==> src/rtl/pow_pipelined_pkg.sv <==
// Shared width helpers for the pipelined power unit.
//   out_width   : width of the final product x^POW.
//   stage_width : number of meaningful product bits after stage k, which holds x^(k+1).
package pow_pipelined_pkg;

  function automatic int unsigned out_width(input int unsigned data_width,
                                            input int unsigned pow);
    return data_width * pow;
  endfunction

  function automatic int unsigned stage_width(input int unsigned data_width,
                                              input int unsigned k);
    return data_width * (k + 1);
  endfunction

endpackage

==> src/rtl/pow_stage.sv <==
// One register stage of the power pipeline.
// Ports:
//   clk, rst_n  : clock, asynchronous active-low reset
//   valid_i     : incoming beat valid from the previous stage (or the input port)
//   x_i         : operand copy travelling with the beat
//   p_i         : partial product from the previous stage (ignored when MULT == 0)
//   rdy_next_i  : readiness of the following stage (or the consumer)
//   rdy_o       : this stage can take a beat this cycle
//   valid_o, x_o, p_o : registered beat
// MULT == 0 is the first stage: the product register simply loads the operand.
module pow_stage #(
  parameter int unsigned DATA_WIDTH = 8,
  parameter int unsigned OUT_WIDTH  = 40,
  parameter int unsigned MULT       = 1
) (
  input  logic                  clk,
  input  logic                  rst_n,
  input  logic                  valid_i,
  input  logic [DATA_WIDTH-1:0] x_i,
  input  logic [OUT_WIDTH-1:0]  p_i,
  input  logic                  rdy_next_i,
  output logic                  rdy_o,
  output logic                  valid_o,
  output logic [DATA_WIDTH-1:0] x_o,
  output logic [OUT_WIDTH-1:0]  p_o
);

  logic                  valid_q;
  logic [DATA_WIDTH-1:0] x_q;
  logic [OUT_WIDTH-1:0]  p_q;
  logic [OUT_WIDTH-1:0]  x_ext;
  logic [OUT_WIDTH-1:0]  mul_a;
  logic [OUT_WIDTH-1:0]  p_d;

  always_comb begin
    x_ext                 = '0;
    x_ext[DATA_WIDTH-1:0] = x_i;
  end

  // First stage multiplies by one, which folds away to a plain load of the operand.
  assign mul_a = (MULT != 0) ? p_i : OUT_WIDTH'(1);
  // Product of x^k and x fits in OUT_WIDTH bits for every stage, so truncation is exact.
  assign p_d   = mul_a * x_ext;

  // Bubble collapsing: an empty stage is always ready, independent of downstream.
  assign rdy_o = !valid_q || rdy_next_i;

  always_ff @(posedge clk or negedge rst_n) begin
    if (!rst_n) begin
      valid_q <= 1'b0;
      x_q     <= '0;
      p_q     <= '0;
    end else if (rdy_o) begin
      valid_q <= valid_i;
      if (valid_i) begin
        x_q <= x_i;
        p_q <= p_d;
      end
    end
  end

  assign valid_o = valid_q;
  assign x_o     = x_q;
  assign p_o     = p_q;

endmodule

==> src/rtl/pow_pipelined.sv <==
// Pipelined integer power unit: out_data_o = in_data_i ** POW, one multiplier per stage.
// Ports:
//   clk, rst_n   : clock, asynchronous active-low reset
//   in_valid_i / in_ready_o / in_data_i    : operand handshake
//   out_valid_o / out_ready_i / out_data_o : result handshake, exact POW*DATA_WIDTH-bit result
//   busy_o       : some stage holds a valid beat
// The ready chain is combinational from out_ready_i back to in_ready_o.
module pow_pipelined
  import pow_pipelined_pkg::*;
#(
  parameter int unsigned DATA_WIDTH = 8,
  parameter int unsigned POW        = 5
) (
  input  logic                      clk,
  input  logic                      rst_n,
  input  logic                      in_valid_i,
  output logic                      in_ready_o,
  input  logic [DATA_WIDTH-1:0]     in_data_i,
  output logic                      out_valid_o,
  input  logic                      out_ready_i,
  output logic [POW*DATA_WIDTH-1:0] out_data_o,
  output logic                      busy_o
);

  localparam int unsigned OUT_WIDTH = out_width(DATA_WIDTH, POW);

  logic [POW-1:0]        valid_s;
  logic [POW:0]          rdy_s;
  logic [DATA_WIDTH-1:0] x_s [POW];
  logic [OUT_WIDTH-1:0]  p_s [POW];

  assign rdy_s[POW] = out_ready_i;

  for (genvar k = 0; k < POW; k++) begin : g_stage
    logic                  v_in;
    logic [DATA_WIDTH-1:0] x_in;
    logic [OUT_WIDTH-1:0]  p_in;

    if (k == 0) begin : g_first
      assign v_in = in_valid_i;
      assign x_in = in_data_i;
      assign p_in = '0;
    end else begin : g_rest
      assign v_in = valid_s[k-1];
      assign x_in = x_s[k-1];
      assign p_in = p_s[k-1];
    end

    pow_stage #(
      .DATA_WIDTH (DATA_WIDTH),
      .OUT_WIDTH  (OUT_WIDTH),
      .MULT       ((k == 0) ? 0 : 1)
    ) u_stage (
      .clk        (clk),
      .rst_n      (rst_n),
      .valid_i    (v_in),
      .x_i        (x_in),
      .p_i        (p_in),
      .rdy_next_i (rdy_s[k+1]),
      .rdy_o      (rdy_s[k]),
      .valid_o    (valid_s[k]),
      .x_o        (x_s[k]),
      .p_o        (p_s[k])
    );

    // Stage k holds x^(k+1); nothing above that width may ever be set.
    localparam int unsigned SW = stage_width(DATA_WIDTH, k);
    a_stage_width : assert property (@(posedge clk) disable iff (!rst_n)
      valid_s[k] |-> ((p_s[k] >> SW) == '0));
  end

  // Operand copy leaving the last stage has no consumer.
  logic unused_last_x;
  assign unused_last_x = ^x_s[POW-1];

  assign in_ready_o  = rdy_s[0];
  assign out_valid_o = valid_s[POW-1];
  assign out_data_o  = p_s[POW-1];
  assign busy_o      = |valid_s;

endmodule

==> config.mk <==
export PLATFORM = sky130hd
export DESIGN_NAME = pow_pipelined
export DESIGN_NICKNAME = d
export VERILOG_FILES = /design/src/rtl/pow_pipelined_pkg.sv /design/src/rtl/pow_stage.sv /design/src/rtl/pow_pipelined.sv
export SDC_FILE = /design/constraint.sdc
export NUM_CORES = 2
export LEC_CHECK = 0
export CAP_MARGIN = 20
export CORE_MARGIN = 3
export CORE_UTILIZATION = 65
export CTS_CLUSTER_DIAMETER = 30
export DETAILED_ROUTE_END_ITERATION = 6
export PLACE_DENSITY_LB_ADDON = 0.3
export SYNTH_ARGS = -nofsm -noshare
export SYNTH_HDL_FRONTEND = slang
export SYNTH_SLANG_ARGS = --single-unit
export TNS_END_PERCENT = 5
==> constraint.sdc <==
create_clock -name clk -period 12.8 [get_ports clk]
set_clock_uncertainty 0.05 [all_clocks]
set_input_delay 1.92 -clock clk [delete_from_list [all_inputs] [get_ports clk]]
set_output_delay 1.92 -clock clk [all_outputs]
set_load 0.05 [all_outputs]
Yosys cells after proc, flatten, opt, wreduce, memory -nomap -nowiden. Index checks and enable logic that the tools add are counted.

Latch bits: 0. Output and inout port bits: 43. Memories: 0. Bits in registers: 197. ROM bits: 0. Input bits: 12. Logic and storage cells: 33. Bits in writable memories: 0.

Order comparisons: 0. Equality and inequality tests: 0. Shift-type cells: 0. Add/sub/neg operators: 0. Div/mod/pow operators: 0. Multiplexer cells: 0. Multiply operators: 4. Bitwise logic cells: 0. Reductions and logical operators: 16.

Operators with widths (number): multiplier 40 x 8 -> 40 bit (3); multiplier 8 x 8 -> 16 bit (1); AND reduction 2 bit (5); zero test 1 bit (5); logical OR 1 bit (5); OR reduction 5 bit (1).

Depth between registers and ports, before layout.
Depth in word-level cells: 7. Mapped depth: 21. Mapped depth without buffers: 19.

Cells and area by module. Synthesis repeated with hierarchy kept, for this count alone.

Cells, all modules: 4693. Area total of the unflattened synthesis: 42530.8 sq um.

By module, submodules not included: pow_stage at g_stage[2].u_stage ... (times used 2, area each 10493.8 sq um, cells each 1172); pow_stage at g_stage[4].u_stage (times used 1, area each 10482.6 sq um, cells each 1141); pow_stage at g_stage[1].u_stage (times used 1, area each 10354.9 sq um, cells each 1143); pow_stage at g_stage[0].u_stage (times used 1, area each 689.4 sq um, cells each 61); pow_pipelined (times used 1, area each 16.3 sq um, cells each 4).

Worst setup path after synthesis. Ideal clock, no wire load.

Path type: register to register. Start point: reg g_stage[3].u_stage.x_q[2]. End point: reg g_stage[4].u_stage.p_q[34]. Data arrival time: 4.924 ns. Data required time: 12.620 ns. Path slack: 7.696 ns. Buffers on the path: 2. Clock period less this slack: 5.104 ns. Cell stages (with the launch flop): 21. Cells stage by stage: dfrtp_1 -> clkbuf_1 -> clkbuf_1 -> nand2_1 -> fa_1 -> inv_1 -> fa_1 -> fa_1 -> inv_1 -> fa_1 -> inv_1 -> ha_1 -> a21o_1 -> a21oi_1 -> nor2b_1 -> or3_1 -> o211a_1 -> or2_1 -> a211oi_2 -> xor2_1 -> o21ai_1.

Cells in the longest elaborated chain, start to end: 1.

Ends and longest elaborated chain: start: declaration (line pow_stage.sv:29) `logic [DATA_WIDTH-1:0] x_q;`; start signal: assignment (line pow_stage.sv:56) `x_q <= x_i;`; multiplier 40 x 8 -> 40 bit (line pow_stage.sv:43) `assign p_d = mul_a * x_ext;`; end signal: assignment (line pow_stage.sv:57) `p_q <= p_d;`; end: declaration (line pow_stage.sv:30) `logic [OUT_WIDTH-1:0] p_q;`.

No other way between the ends. A chain may end at the register's enable or synchronous reset.

Worst setup path after layout.
Start point: reg g_stage[2].u_stage.x_q[2]. End point: reg g_stage[3].u_stage.p_q[29].

Cells in the longest elaborated chain, start to end: 1.

Ends and longest elaborated chain (line): start: declaration (pow_stage.sv:29); start signal: assignment (pow_stage.sv:56); multiplier 40 x 8 -> 40 bit (pow_stage.sv:43); end signal: assignment (pow_stage.sv:57); end: declaration (pow_stage.sv:30).

No other way between the ends.

==> impl_metrics.toml <==
[outcome]
status = "completed"

[logic_synthesis]
syn-num-nets = 3427
synth-seq-area-share_pct = 14.9
synthMuxAreaShare_pct = 1.11
syn_inst = 2782
async_flop_share_pct = 100
synth_top_family_by_area = "adder cells"
ys_ff_latch = 151
synth_area_per_cell_um2 = 9.13
synth-compound-area-share_pct = 8.86
synthSimpleGateAreaFrac_pct = 19.6
synthAdderAreaFrac_pct = 44.3
synthXorXnorAreaFrac_pct = 2.93
synth_edf_count = 0
ys_warn_count = 0
synth_area_um2 = 25400
ys_types = 60
synthFlopType = "dfrtp_1"

[clock_network]
cts_buffer_depth = 2
cts_tree = "yes"
clk_pin_slew_ps = 70
numCtsBuffers = 17
cts_setup_buffers = 0
cts_htree_levels = 4
cts_hold_buf = 0
post_cts_resize_count = 0
clkLatencyLatePin_ps = 460
clockRootBuffer = "clkbuf_16"
cts_sinks = 151

[floorplan]
core_area_um2 = 38100
ioPinCount = 55
start_util_pct = 66.6
dieHeight_um = 204
die_x_um = 204
row_count = 71
die-area_um2 = 41500

[global_routing]
grt_antenna_before_repair = 0
grt_busiest_layer = "met2"
grt_pass1_vias = 20774
overflow = 0
grt_use_total_pct = 29.1
grt_max_degree = 79
grt_first_pass_wirelength_um = 98100
gr-usage-met3_pct = 3.40
use_met1_pct = 35.1
met2_usage_pct = 52.5

[critical_path]
cp-start-kind = "register"
end_kind = "register"
reg2reg_depth = 17
required_ps = 13060
cp.arrival_ps = 6210
critical_path_peak_fanout = 28
worstSetupPathType = "reg -> reg"

[drt]
drc = 0
dr.pass1.iters = 5
drtIter0Drc = 1033
antenna_left = 0
avgViaCountPerCell = 5.78
wire_per_inst_um = 17.3
num_vias = 18978
wirelength_um = 56700

[min_path]
hold_path_depth = 2
hp-class = "reg -> reg"

[cells_and_area]
fin_cells = 3282
final_net_count = 3402
drive_above_1_share_pct = 3.50
post-route-util_pct = 70.9
area_delta_synth_final_pct = 6.39
fillers = 2799

[timing]
slew_viol_final = 0
setup_viol = 0
holdWs_ps = 429
rsz0062_at_grt = "false"
fin_crit_sh_pct = 46.5
finalSetupTns_ps = 0
worstMarginPinSlew_ps = 1060
finalHoldViolCount = 0
period_needed_ps = 5950
fmax_mhz = 168
slew_headroom_pct = 29.5

[place]
place_congestion = 0.909
place_inst = 3243
portBuffers = 54
hpwl_um = 43800

[run]
maxCapViolations = 0
-- worst paths after layout --
check | start | to | slack [ps]
max in group asynchronous | rst_n | g_stage[2].u_stage.p_o[7]$_DFFE_PN0P_ | 9520
min in group asynchronous | rst_n | g_stage[4].u_stage.p_o[8]$_DFFE_PN0P_ | 1350
min reg2reg | g_stage[4].u_stage.p_o[21]$_DFFE_PN0P_ | g_stage[4].u_stage.p_o[21]$_DFFE_PN0P_ | 430
max reg2reg | g_stage[2].u_stage.x_o[2]$_DFFE_PN0P_ | g_stage[3].u_stage.p_o[29]$_DFFE_PN0P_ | 6850
min | g_stage[4].u_stage.p_o[21]$_DFFE_PN0P_ | g_stage[4].u_stage.p_o[21]$_DFFE_PN0P_ | 430
max | g_stage[2].u_stage.x_o[2]$_DFFE_PN0P_ | g_stage[3].u_stage.p_o[29]$_DFFE_PN0P_ | 6850
-- per-layer routing --
layer	vias up	wire (um)
met5	-	0
met4	0	2330
met3	157	2440
met2	534	29900
met1	9723	22000
li1	8564	-
-- layout by cell type (no fill, tap or decap), types with 18 or more instances in the layout --
master and n:
dfrtp_1 151, o21ai_0 118, nand2_1 408, mux2_2 25, xor2_1 43, nor2_1 51, fa_1 445, and2_1 418
clkdlybuf4s50_1 53, ha_1 188, a21oi_1 85, a21o_1 42, nand2b_1 18, inv_1 435, xnor2_1 42, nand3_1 20
-- state kept, by name, indices dropped and copies added (netlist names) --
name,count
g_stage.u_stage.p_o,116
g_stage.u_stage.x_o,30
g_stage.u_stage.valid_o,5
-- synth_stat cells (all sizes together) (4+ instances only) --
cell type	count	area share, %
nand2b	19	0.47
xor2	43	1.5
a31o	7	0.24
a21o	42	1.2
a211oi	12	0.43
o211ai	6	0.18
dfrtp	151	15
xnor2	42	1.4
a31oi	7	0.17
o41ai	4	0.14
o21a	12	0.35
nand4	7	0.17
and3	9	0.22
a21boi	7	0.21
or3	6	0.15
nor2	51	0.75
o31ai	16	0.47
and2	418	10
inv	435	6.4
and4	4	0.14
nor3	8	0.16
a21oi	85	1.7
nor2b	12	0.30
nand3b	4	0.12
o311ai	4	0.14
nand2	409	6.0
nand3	20	0.39
fa	445	35
ha	188	9.3
o21ai	123	2.4
buf	14	0.30
clkbuf	103	1.5
nor3b	5	0.15
o21bai	10	0.30
a211o	4	0.14
mux2	25	1.1
-- metrics by stage --
stage / setup slack, ps / instance area (um2)
floorplan: 7700 / 25400
global placement: 7050 / 26200
detailed placement: 6900 / 26200
CTS: 6910 / 26800
global route: 6470 / 27000
finish: 6850 / 27000
-- worst max-delay path, stage by stage (launching register included) --
cell      delay [ps]
dfrtp_1         1040
and2_1           280
fa_1             440
fa_1             500
fa_1             520
inv_1             50
fa_1             470
inv_1             40
ha_1             350
a21o_1           190
a21o_1           190
or3_1            370
a31o_2           280
a311oi_4         330
a21oi_1          160
a21o_1           200
a211oi_2         230
o41ai_1           90
-- area by class of cell --
class / count / area, um2 / share of cell area (%)
tap: 511 / 639 / 2.37
timing repair buffer: 73 / 825 / 3.05
multi-input combinational: 2079 / 19500 / 72.3
clock buffer: 19 / 453 / 1.68
sequential: 151 / 3780 / 14.0
inverter: 435 / 1630 / 6.04
antenna: 1 / 2.50 / 0.00926
clock inverter: 13 / 159 / 0.588
-- cell families (layout without fill, tap and decap cells) --
logic type / after synthesis / in the layout
AO/OA/AOI/OAI: 355 / 355
flip-flops: 151 / 151
other: 0 / 1
multiplexers: 25 / 25
AND/OR/NAND/NOR: 981 / 981
XOR/XNOR: 85 / 85
adder cells (fa/ha/maj): 633 / 633
buffers and inverters: 552 / 540
Power is not shown: default switching activity piles up to over one toggle a cycle in this logic, so the estimate is an artifact.
